==> config.mk <==
export PLATFORM = sky130hd
export DESIGN_NAME = ifft_frame_ctrl
export DESIGN_NICKNAME = d
export VERILOG_FILES = /design/src/rtl/ifft_pkg.sv /design/src/rtl/ifft_cfg_fifo.sv /design/src/rtl/ifft_frame_ctrl.sv
export SDC_FILE = /design/constraint.sdc
export NUM_CORES = 1
export LEC_CHECK = 0
export CAP_MARGIN = 20
export CORE_UTILIZATION = 45
export DETAILED_ROUTE_END_ITERATION = 8
export PLACE_DENSITY = 0.79
export SETUP_SLACK_MARGIN = 0.5
export SLEW_MARGIN = 20
export SYNTH_ARGS = -nofsm -noshare
export SYNTH_HDL_FRONTEND = slang
export SYNTH_SLANG_ARGS = --single-unit
==> constraint.sdc <==
create_clock -name aclk -period 7.95 [get_ports aclk]
set_clock_uncertainty 0.15 [all_clocks]
set_input_delay 1.59 -clock aclk [delete_from_list [all_inputs] [get_ports aclk]]
set_output_delay 1.59 -clock aclk [all_outputs]
set_load 0.1 [all_outputs]
==> src/rtl/ifft_pkg.sv <==
// ifft_pkg: shared config layout, state encoding and core config packing for the IFFT frame controller
package ifft_pkg;
  localparam int MIN_LOG2N = 3;
  localparam int NFFT_LSB = 0;
  localparam int CP_LSB = 8;
  typedef enum logic [1:0] {CFG_SEND, RUN, PEND} cfg_state_t;
  function automatic logic [23:0] pack_cfg(input logic [4:0] log2n, input logic [15:0] cp,
                                           input int cp_w, input logic inverse, input logic [5:0] scale);
    logic [23:0] mask;
    mask = (24'd1 << cp_w) - 24'd1;
    return (24'(log2n) << NFFT_LSB) | ((24'(cp) & mask) << CP_LSB) |
           (24'(!inverse) << (CP_LSB + cp_w)) | (24'(scale) << (CP_LSB + cp_w + 1));
  endfunction
endpackage

==> src/rtl/ifft_cfg_fifo.sv <==
// ifft_cfg_fifo: 2-deep FIFO of per-frame {log2n, cp_len} used to size output frames
module ifft_cfg_fifo #(
  parameter int W = 11
) (
  input  logic         aclk,
  input  logic         areset,
  input  logic         push,
  input  logic [W-1:0] din,
  input  logic         pop,
  output logic [W-1:0] dout,
  output logic         empty
);
  logic [W-1:0] mem [2];
  logic wr_ptr, rd_ptr, do_push, do_pop;
  logic [1:0] cnt;
  assign do_pop = pop & (cnt != 2'd0);
  assign do_push = push & ((cnt != 2'd2) | do_pop);
  assign dout = mem[rd_ptr];
  assign empty = cnt == 2'd0;
  always_ff @(posedge aclk) begin
    if (areset) begin
      wr_ptr <= 1'b0;
      rd_ptr <= 1'b0;
      cnt <= 2'd0;
    end else begin
      if (do_push) begin
        mem[wr_ptr] <= din;
        wr_ptr <= ~wr_ptr;
      end
      if (do_pop) rd_ptr <= ~rd_ptr;
      cnt <= cnt + 2'(do_push) - 2'(do_pop);
    end
  end
endmodule

==> src/rtl/ifft_frame_ctrl.sv <==
// ifft_frame_ctrl: config loader, input tlast regeneration and framing checks around a vendor FFT core
module ifft_frame_ctrl
  import ifft_pkg::*;
#(
  parameter int DATA_W = 16,
  parameter int MAX_LOG2N = 6,
  parameter int DEF_LOG2N = 3,
  parameter int DEF_CP = 4,
  parameter logic [5:0] DEF_SCALE = 6'b000100,
  parameter int CNT_W = 16
) (
  input  logic                  aclk,
  input  logic                  areset,
  input  logic [4:0]            cfg_log2n,
  input  logic [MAX_LOG2N-1:0]  cfg_cp_len,
  input  logic                  cfg_inverse,
  input  logic [5:0]            cfg_scale,
  input  logic                  cfg_req,
  output logic                  cfg_busy,
  output logic                  cfg_err,
  input  logic [2*DATA_W-1:0]   s_axis_data_tdata,
  input  logic                  s_axis_data_tvalid,
  input  logic                  s_axis_data_tlast,
  output logic                  s_axis_data_tready,
  output logic [23:0]           core_cfg_tdata,
  output logic                  core_cfg_tvalid,
  input  logic                  core_cfg_tready,
  output logic [2*DATA_W-1:0]   core_in_tdata,
  output logic                  core_in_tvalid,
  output logic                  core_in_tlast,
  input  logic                  core_in_tready,
  input  logic [2*DATA_W-1:0]   core_out_tdata,
  input  logic [7:0]            core_out_tuser,
  input  logic                  core_out_tvalid,
  input  logic                  core_out_tlast,
  output logic                  core_out_tready,
  output logic [2*DATA_W-1:0]   m_axis_data_tdata,
  output logic [7:0]            m_axis_data_tuser,
  output logic                  m_axis_data_tvalid,
  output logic                  m_axis_data_tlast,
  input  logic                  m_axis_data_tready,
  output logic [DATA_W-1:0]     m_axis_real_unsigned,
  output logic                  err_early,
  output logic                  err_late,
  output logic                  err_out_len,
  output logic [CNT_W-1:0]      frames_out
);
  cfg_state_t state, next_state;
  logic [4:0] act_log2n, pend_log2n, f_log2n, q_log2n;
  logic [MAX_LOG2N-1:0] act_cp, pend_cp, f_cp, q_cp, in_cnt, n_m1;
  logic act_inv, pend_inv, req_legal, req_ok, req_bad, gate, in_hs, last_beat, out_hs, out_end, f_empty;
  logic [5:0] act_scale, pend_scale;
  logic [MAX_LOG2N:0] out_cnt;
  assign req_legal = cfg_log2n >= 5'(MIN_LOG2N) && cfg_log2n <= 5'(MAX_LOG2N) &&
                     32'(cfg_cp_len) < (32'd1 << cfg_log2n);
  assign req_ok = state == RUN && cfg_req && req_legal;
  assign req_bad = state == RUN && cfg_req && !req_legal;
  assign n_m1 = MAX_LOG2N'((32'd1 << act_log2n) - 32'd1);
  assign last_beat = in_cnt == n_m1;
  assign in_hs = s_axis_data_tvalid & s_axis_data_tready;
  always_ff @(posedge aclk) state <= areset ? CFG_SEND : next_state;
  // a pending config is applied only once the current input frame has fully drained
  always_comb begin
    next_state = state == CFG_SEND ? (core_cfg_tready ? RUN : CFG_SEND) :
                 state == RUN      ? (req_ok ? PEND : RUN) :
                 (in_cnt == '0 && !in_hs) ? CFG_SEND : PEND;
  end
  always_comb begin
    core_cfg_tvalid = state == CFG_SEND;
    cfg_busy = state != RUN;
    gate = state == RUN || (state == PEND && in_cnt != '0);
  end
  always_ff @(posedge aclk) begin
    if (areset) begin
      act_log2n <= 5'(DEF_LOG2N);
      act_cp <= MAX_LOG2N'(DEF_CP);
      act_inv <= 1'b1;
      act_scale <= DEF_SCALE;
      pend_log2n <= '0;
      pend_cp <= '0;
      pend_inv <= 1'b0;
      pend_scale <= '0;
    end else begin
      if (req_ok) begin
        pend_log2n <= cfg_log2n;
        pend_cp <= cfg_cp_len;
        pend_inv <= cfg_inverse;
        pend_scale <= cfg_scale;
      end
      if (state == PEND && next_state == CFG_SEND) begin
        act_log2n <= pend_log2n;
        act_cp <= pend_cp;
        act_inv <= pend_inv;
        act_scale <= pend_scale;
      end
    end
  end
  assign core_cfg_tdata = pack_cfg(act_log2n, 16'(act_cp), MAX_LOG2N, act_inv, act_scale);
  assign s_axis_data_tready = core_in_tready & gate;
  assign core_in_tvalid = s_axis_data_tvalid & gate;
  assign core_in_tdata = s_axis_data_tdata;
  assign core_in_tlast = last_beat;
  assign core_out_tready = m_axis_data_tready;
  assign m_axis_data_tdata = core_out_tdata;
  assign m_axis_data_tuser = core_out_tuser;
  assign m_axis_data_tvalid = core_out_tvalid;
  assign m_axis_data_tlast = core_out_tlast;
  assign m_axis_real_unsigned = {~core_out_tdata[2*DATA_W-1], core_out_tdata[2*DATA_W-2:DATA_W]};
  assign out_hs = core_out_tvalid & m_axis_data_tready;
  // output frames are sized by the config their input frame was accepted under
  ifft_cfg_fifo #(.W(5 + MAX_LOG2N)) u_fifo (
    .aclk(aclk),
    .areset(areset),
    .push(in_hs & last_beat),
    .din({act_log2n, act_cp}),
    .pop(out_hs & core_out_tlast),
    .dout({q_log2n, q_cp}),
    .empty(f_empty)
  );
  assign f_log2n = f_empty ? act_log2n : q_log2n;
  assign f_cp = f_empty ? act_cp : q_cp;
  assign out_end = 32'(out_cnt) == (32'd1 << f_log2n) + 32'(f_cp) - 32'd1;
  always_ff @(posedge aclk) begin
    if (areset) begin
      in_cnt <= '0;
      out_cnt <= '0;
      frames_out <= '0;
      cfg_err <= 1'b0;
      err_early <= 1'b0;
      err_late <= 1'b0;
      err_out_len <= 1'b0;
    end else begin
      cfg_err <= req_bad;
      err_early <= in_hs & s_axis_data_tlast & !last_beat;
      err_late <= in_hs & !s_axis_data_tlast & last_beat;
      err_out_len <= out_hs & (core_out_tlast ? !out_end : out_end);
      if (in_hs) in_cnt <= last_beat ? '0 : in_cnt + MAX_LOG2N'(1);
      if (out_hs) out_cnt <= (core_out_tlast | out_end) ? '0 : out_cnt + (MAX_LOG2N + 1)'(1);
      if (out_hs & core_out_tlast) frames_out <= frames_out + CNT_W'(1);
    end
  end
endmodule

* Yosys cells after proc, flatten, opt, wreduce, memory -nomap -nowiden
Memories as Yosys holds them, arrays and structs flattened. A register that Yosys moved wholly into a read port is not among the register bits.
Cells that the tools add are included.
** Cells by class
- Add/subtract/negate cells :: 8
- Order comparisons :: 3
- Eq/ne operators :: 6
- Shifts and indexed selects :: 3
- Mux-type cells :: 15
- Bitwise operators :: 21
- Reductions and logical operators :: 21
** Operators by type and width (number)
- $shl A1 B5 Y32 const A :: 2
- $add A32 B6 Y32 :: 1
- $eq A7 B32 Y1 :: 1
- $lt A6 B32 Y1 :: 1
- $sub A32 B1 Y32 const B :: 1
- $or A15 B21 Y21 :: 1
- $add A16 B1 Y16 const B :: 1
- $or A14 B15 Y15 :: 1
- $or A5 B14 Y14 :: 1
- $and A1 B1 Y1 :: 13
- $mux W6 :: 2
- $logic_and A1 B1 Y1 :: 8
- $mux W2 :: 4
- $add A7 B1 Y7 const B :: 1
- $mux W1 :: 7
- $mux W7 :: 1
- $add A6 B1 Y6 const B :: 1
- $eq A6 B6 Y1 :: 1
- $logic_not A1 Y1 :: 6
- $logic_not A2 Y1 :: 3
- $logic_not A6 Y1 :: 1
- $reduce_bool A6 Y1 :: 1
- $shl A1 B5 Y6 const A :: 1
- $sub A6 B1 Y6 const B :: 1
- other kinds (13) :: 16
** Storage, ports and cells
- Bits in registers :: 75
- Bits in writable memories :: 22
- Input port bits :: 100
- Output and inout port bits :: 140
- Logic and storage cells :: 97
- Memories :: 1
** Memory list
- u_fifo.mem :: depth 2, bits a word 11, read ports 1, clocked after memory_dff 1, write ports 1, line ifft_cfg_fifo.sv:13 : logic [W-1:0] mem [2];

* Logic depth before layout (Yosys ltp)
Gate-level depths: netlist (run 1).
- Depth in word-level cells :: 12
- Depth in mapped cells :: 25
- Gate-level depth less buffers :: 23

* By module
From an unflattened synthesis (run 1), not the netlist that was laid out.
** Unflattened totals
- Cell total of the unflattened synthesis :: 930
- Area total of the unflattened synthesis :: 7384.6 µm²
** By module, submodules not included
- ifft_frame_ctrl :: instances 1, cells each 869, area an instance 6336.1 µm², sequential area each 1421.4 µm²
- ifft_cfg_fifo :: instances 1, cells each 61, area an instance 1048.5 µm², sequential area each 760.7 µm²

* Worst setup path after synthesis (run 1)
OpenSTA, ideal clock, no wires.
- Path type :: flip-flop to flip-flop
- Start point :: reg act_log2n[0]
- End point :: reg out_cnt[0]
- Setup time :: 131 ps
- Arrival :: 5317 ps
- Data required time :: 7669 ps
- Slack :: 2352 ps
- Cell stages (with the launch flop) :: 24
- Path buffers :: 0
- Clock period less this slack :: 5598 ps
- Cell sequence :: dfxtp_1 -> nor3_1 -> a21oi_1 -> nand2_1 -> nor2_1 -> nand2_1 -> ha_1 -> inv_1 -> ha_1 -> inv_1 -> fa_1 -> xor2_1 -> o2111ai_1 -> a2111oi_0 -> o2111ai_1 -> a2111oi_0 -> nand4_1 -> nor4_1 -> o2111ai_1 -> nor4_2 -> nand4_1 -> ha_1 -> o21bai_1 -> nor2_1
** Between the ends
- Word-level cells in the longest chain between the ends :: 7
** RTL lines
- start, declared :: line ifft_frame_ctrl.sv:49 : logic [4:0] act_log2n, pend_log2n, f_log2n, q_log2n;
- start signal, assigned :: line ifft_frame_ctrl.sv:75 : act_log2n <= 5'(DEF_LOG2N);
- start signal, assigned :: line ifft_frame_ctrl.sv:91 : act_log2n <= pend_log2n;
- $mux W5 :: line ifft_frame_ctrl.sv:120 : assign f_log2n = f_empty ? act_log2n : q_log2n;
- $shl A1 B5 Y32 :: line ifft_frame_ctrl.sv:122 : assign out_end = 32'(out_cnt) == (32'd1 << f_log2n) + 32'(f_cp) - 32'd1;
- $add A32 B6 Y32 :: line ifft_frame_ctrl.sv:122
- $sub A32 B1 Y32 :: line ifft_frame_ctrl.sv:122
- $eq A7 B32 Y1 :: line ifft_frame_ctrl.sv:122
- $or A1 B1 Y1 :: line ifft_frame_ctrl.sv:138 : if (out_hs) out_cnt <= (core_out_tlast | out_end) ? '0 : out_cnt + (MAX_LOG2N + 1)'(1);
- $mux W7 :: line ifft_frame_ctrl.sv:138
- end signal, assigned :: line ifft_frame_ctrl.sv:138
- end, declared :: line ifft_frame_ctrl.sv:53 : logic [MAX_LOG2N:0] out_cnt;
No other way between the ends.
A chain may end at the register's enable or synchronous reset.

==> impl_metrics.tcl, run 1 <==
set metrics [dict create \
    status "completed" \
    synth_common_cells "nand2_1, buf_4, a21oi_1" \
    ys_types 73 \
    use_met1_pct 25.8 \
    cts-buffers-inserted 9 \
    dp_hpwl_um 12400 \
    routed_wl_um 16500 \
    clock-sinks 98 \
    p_per_area_nw_per_um2 129 \
    path_clk_slew_ps 60 \
    final_util_pct 49.2 \
    p_leak_nw 3.23 \
    cp-start-kind "flop" \
    cp.arrival_ps 6140 \
    vias 6159 \
    hold_class "flop to flop" \
    grt_pass1_vias 5674 \
    postCtsSetupRepairBufs 0 \
    ys_ff_latch 98 \
    synth.most_common_cell "nand2_1" \
    synthTopCellsByArea "dfxtp_1, buf_4, edfxtp_1, ha_1, nand2_1" \
    n_fill_cell 1535 \
    avgSynthCellArea_um2 7.88 \
    slew_viol_final 0 \
    post-route-period-util_pct 76.5 \
    drt-vias-per-instance 5.51 \
    grt_use_total_pct 20.2 \
    grt_max_degree 73 \
    dr.pass1.iters 6 \
    antenna_found_initial 0 \
    fmax_mhz 164 \
    final-instance-count-excl-fill 1118 \
    async_flop_share_pct 0 \
    netlist.area_leader.share_pct 20.8 \
    numPortBuffers 76 \
    die-height_um 129 \
    peakVddDrop_mv 0.157 \
    grt_use_met2_pct 31.4 \
    cts_hold_buffers 0 \
    netlist_instances 928 \
    period_needed_ps 6080 \
    clkPwrFrac_pct 39.8 \
    synth_edf_count 22 \
    p_seq_share_pct 50.9 \
    cts_resized 0 \
    swShare_pct 24.6 \
    grt_busiest_layer "met2" \
    path_class "flop to flop" \
    ys_seq_area_share_pct 29.8 \
    p_sw_w 0.000247 \
    synth_top_area_cell "dfxtp_1" \
    use_met3_pct 7.10 \
    combPwrFrac_pct 9.3 \
    slew_headroom_pct 32.4 \
    fin_setup_tns_ps 0 \
    wl_per_cell_um 14.7 \
    final_layout_size_suffix_gt1_share_pct 4.99 \
    cts-root-buf "clkbuf_16" \
    grt_overflow_total 0 \
    grt_first_pass_wirelength_um 27200 \
    ios 240 \
    drc 0 \
    rows 46 \
    place_area_um2 7540 \
    syn2layout_area_growth_pct 6.79 \
    drv_cap 0 \
    gp_congestion 0.962 \
    end_kind "flop" \
    setup_viol 0 \
    clk_latency_ps 340 \
    cts_tree "yes" \
    worst_pin_slew_ps 1010 \
    cp.required_ps 8010 \
    htreeDepth 3 \
    synthFlopType "dfxtp_1" \
    core_um2 15900 \
    die_x_um 129 \
    layout.nets 1045 \
    placedCellCount 1103 \
    crit_fanout 11 \
    p_int_w 0.000758 \
    rsz0062_at_grt "no" \
    dieArea_um2 16800 \
    syn_area_um2 7310 \
    ant_nets 0 \
    stdcell_area_um2 7810 \
    yosys_warnings 0 \
    clk_path_buf_depth 2 \
    final_hold_viol_count 0 \
    drt_iter0_markers 527 \
    antenna_cells 0 \
    initial_core_util_pct 46.0 \
]
[registers in the layout (all words and copies together) (netlist names), named ones only]
signal / count
state: 2
in_cnt: 6
u_fifo.wr_ptr: 1
cfg_err: 1
err_out_len: 1
act_cp: 6
act_scale: 6
pend_log2n: 5
err_late: 1
u_fifo.mem: 22
act_inv: 1
out_cnt: 7
u_fifo.cnt: 2
err_early: 1
frames_out: 16
pend_inv: 1
u_fifo.rd_ptr: 1
pend_cp: 6
pend_scale: 6
act_log2n: 5
[cells by family after synthesis]
kind of cell               synth area share (%)
AOI/OAI and AO/OA                          16.6
xor gates and xnor gates                   6.23
adders and majority gates                  8.14
buffers and inverters                      14.4
DFF                                        29.8
muxes                                      2.09
other                                    0.0513
and+or+nand+nor                            22.6
[cell type report]
| class | count | area [um^2] | share of cell area, % |
|---|---|---|---|
| clock buffers | 11 | 243 | 3.11 |
| multi-input cells | 656 | 4100 | 52.5 |
| flip-flops and latches | 98 | 2180 | 27.9 |
| repair buffers | 81 | 793 | 10.2 |
| inverters | 52 | 195 | 2.50 |
| well taps | 216 | 270 | 3.46 |
| clock inverters | 4 | 28.8 | 0.368 |
[final timing paths]
kind | start | to | slack, ps | cells past startpoint
max | flop | out_cnt[0] | 1870 | 22
min | pend_scale[5] | act_scale[5] | 300 | 2
max reg2reg | flop | out_cnt[0] | 1870 | 22
min reg2reg | pend_scale[5] | act_scale[5] | 300 | 2
[power by group through the flow]
| stage | Combinational, W | Sequential [W] | Clock (W) |
|---|---|---|---|
| 6_report | 0.0000935 | 0.000512 | 0.000399 |
| 5_1_grt | 0.000100 | 0.000512 | 0.000425 |
| 4_1_cts | 0.0000937 | 0.000511 | 0.000409 |
| 3_5_place_dp | 0.0000933 | 0.000523 | 0 |
| 3_3_place_gp | 0.0000929 | 0.000523 | 0 |
| 2_1_floorplan | 0.000267 | 0.000528 | 0 |
[layout by cell type, fill, tap and decap left out, types with 5 or more instances in the layout]
cell and instances:
a2111oi_0 5, a21o_1 12, a21oi_1 82, a31oi_1 7, and2_1 7, and3_1 11
buf_4 5, clkbuf_16 9, clkdlybuf4s50_1 75, conb_1 6, dfxtp_1 76, edfxtp_1 22
ha_1 46, inv_1 52, mux2i_1 13, nand2_1 143, nand2b_1 10, nand3_1 19
nand3b_1 8, nand4_1 16, nor2_1 72, nor2b_1 6, nor3_1 24, nor4_1 6
o21ai_0 24, o21bai_1 6, or3_1 5, xnor2_1 24, xor2_1 28
[through the flow]
stage / hold slack, ps / power (W) / setup WS [ps]
CTS: 304 / 0.00101 / 1900
finish: 301 / 0.00100 / 1870
detailed placement: 294 / 0.000616 / 1920
floorplan: 277 / 0.000795 / 2350
global route: 320 / 0.00104 / 1470
global placement: 286 / 0.000616 / 2150
[worst max-delay path: stages (launching register included)]
cell and delay [ps]:
dfxtp_1 740, mux2i_1 290, a21oi_1 190, nor2_1 480
nand2_1 120, ha_1 280, inv_1 50, ha_1 160
inv_1 60, fa_1 490, xor2_1 160, o2111ai_1 120
a2111oi_0 390, o2111ai_1 170, a2111oi_0 390, nand4_1 130
nor4_1 200, o2111ai_1 200, nor4_2 290, nand4_1 160
ha_1 210, o21bai_1 410, nor2_1 100
[routing by layer]
layer  vias to the layer above  routed length (um)
li1                       3047                   -
met1                      2817                7370
met2                       254                7390
met3                        41                1240
met4                         0                 462
met5                         -                   0
No activity file was read; power rests on OpenSTA's default activity.
==> run 2, diff against run 1 <==
==> constraint.sdc (replaced) <==
create_clock -name aclk -period 6 [get_ports aclk]
set_clock_uncertainty 0.15 [all_clocks]
set_input_delay 1.2 -clock aclk [delete_from_list [all_inputs] [get_ports aclk]]
set_output_delay 1.2 -clock aclk [all_outputs]
set_load 0.1 [all_outputs]
==> impl_metrics.tcl, run 2 (synthesized netlist as in run 1, its figures left out) <==
set metrics [dict create \
    status "completed" \
    drv_cap 0 \
    path_class "flop to flop" \
    swShare_pct 24.3 \
    top_regs "u_fifo.mem: 22 flops, frames_out: 16 flops, out_cnt: 7 flops" \
    cts_tree "yes" \
    layout_common_cells "nand2_1, a21oi_1, clkdlybuf4s50_1, dfxtp_1, nor2_1" \
    setup_viol 0 \
    drc 0 \
    cp.required_ps 6070 \
    cts-root-buf "clkbuf_16" \
    cts_hold_buffers 0 \
    path_common_cell "nand4_1" \
    drt-vias-per-instance 5.55 \
    wl_per_cell_um 15.0 \
    htreeDepth 3 \
    dieArea_um2 16800 \
    top_register "u_fifo.mem" \
    hold-path-cell-count 2 \
    post-route-period-util_pct 85.3 \
    crit_fanout 11 \
    clk_path_buf_depth 2 \
    final_hold_viol_count 0 \
    p_int_w 0.00105 \
    r2r_cells 21 \
    p_leak_nw 3.33 \
    numPortBuffers 76 \
    vias 6254 \
    dp_hpwl_um 12500 \
    layout.nets 1053 \
    final_layout_size_suffix_gt1_share_pct 8.34 \
    syn2layout_area_growth_pct 9.75 \
    slew_viol_final 0 \
    cp_cell_sequence "or2_4 > buf_4 > a21oi_4 > nand2_1 > nor2_1 > nand2_1 > inv_1 > ha_1 > nand4_1 > o21ai_0 > a221oi_1 > o221ai_1 > a2111oi_2 > nand4_1 > nor4_2 > o2111ai_1 > nor4_2 > nand4_1 > ha_1 > o21bai_4 > nor2_1" \
    hp-start "pend_log2n[3]" \
    cp.arrival_ps 5190 \
    critPathTopFamily "simple AND/OR/NAND/NOR gates" \
    p_total_w 0.00139 \
    grt_max_degree 73 \
    grt_use_total_pct 20.5 \
    fmax_mhz 195 \
    largest_register_ffs 22 \
    rows 46 \
    period_needed_ps 5120 \
    cpMaxStageDelayCell "dfxtp_2" \
    grt_first_pass_wirelength_um 27800 \
    final_util_pct 50.5 \
    clkPwrFrac_pct 42.3 \
    ios 240 \
    p_seq_share_pct 48.7 \
    hold_path_end "act_log2n[3]" \
    clk_latency_ps 340 \
    whs_ps 301 \
    antenna_found_initial 0 \
    cp-start-kind "flop" \
    rsz0062_at_grt "no" \
    r2r_slack_ps 880 \
    pre_cts_ws_ps 209 \
    fin_setup_tns_ps 0 \
    combPwrFrac_pct 9.0 \
    initial_core_util_pct 46.0 \
    worst_pin_slew_ps 1020 \
    drt_iter0_markers 518 \
    gp_congestion 0.948 \
    routed_wl_um 16900 \
    cts-buffers-inserted 9 \
    antenna_cells 0 \
    grt_pass1_vias 5788 \
    r2r-end "out_cnt[4]" \
    die-height_um 129 \
    hold_class "flop to flop" \
    path_clk_slew_ps 70 \
    dr.pass1.iters 5 \
    peakVddDrop_mv 0.240 \
    rr_startpoint "u_fifo.cnt[0]" \
    ant_nets 0 \
    p_sw_w 0.000339 \
    end_kind "flop" \
    layout_setup_ws_ps 883 \
    path_buf_inv 2 \
    final_common_cell "nand2_1" \
    grt_overflow_total 0 \
    die_x_um 129 \
    core_um2 15900 \
    path_depth 21 \
    slew_headroom_pct 31.7 \
    p_per_area_nw_per_um2 173 \
    clock-sinks 98 \
    slowest_delay_ps 380 \
]
run 2: timing repair:
item | CTS | global route
setup buffers | 0 | 2
resized for setup | 3 | 25
endpoints found under the setup margin | 8 | 9
hold endpoints to repair | 0 | 0
pin swaps | 0 | 8
run 2: power groups by stage:
| stage | Clock [W] | Combinational (W) | Sequential [W] |
|---|---|---|---|
| CTS | 0.000598 | 0.000125 | 0.000677 |
| global placement | 0 | 0.000123 | 0.000692 |
| floorplan | 0 | 0.000353 | 0.000700 |
| global route | 0.000628 | 0.000135 | 0.000677 |
| finish | 0.000589 | 0.000126 | 0.000677 |
| detailed placement | 0 | 0.000124 | 0.000692 |
run 2: through the flow:
step | instances | cell area [um^2]
global placement | 1109 | 7590
floorplan | 933 | 7330
CTS | 1125 | 7910
global route | 1127 | 8030
detailed placement | 1109 | 7590
finish | 1127 | 8030
run 2: how the worst max path moves through the flow:
| stage | startpoint | endpoint | slack, ps |
|---|---|---|---|
| after detailed placement | u_fifo.cnt[1] | out_cnt[2] | 210 |
| after CTS | flop | out_cnt[4] | 510 |
| final | u_fifo.cnt[0] | out_cnt[4] | 880 |
| after floorplan | act_log2n[2] | out_cnt[0] | 510 |
| after global placement | u_fifo.cnt[1] | out_cnt[3] | 420 |
| after global routing | u_fifo.cnt[0] | out_cnt[4] | 480 |
run 2: area by class of cell:
cell class | instances | area, um^2
fillers | 1532 | 7860
clock inverters | 6 | 71.3
inverters | 52 | 195
multi-input cells | 656 | 4210
repair buffers | 89 | 856
clock buffers | 10 | 239
flip-flops and latches | 98 | 2190
well taps | 216 | 270
run 2: tightest hold or removal path: cells and delay by family, from the launching register on:
family          cells  cell delay, ps
flops               1             310
compound gates      1              50
simple gates        1              50
run 2: routing by layer:
layer | wire (um) | share of wire (%) | track usage [%]
met5 | 0 | 0 | 0
met1 | 7280 | 43 | 25.7
met4 | 361 | 2.1 | 6.02
met3 | 1400 | 8.3 | 6.40
met2 | 7830 | 46 | 33.7
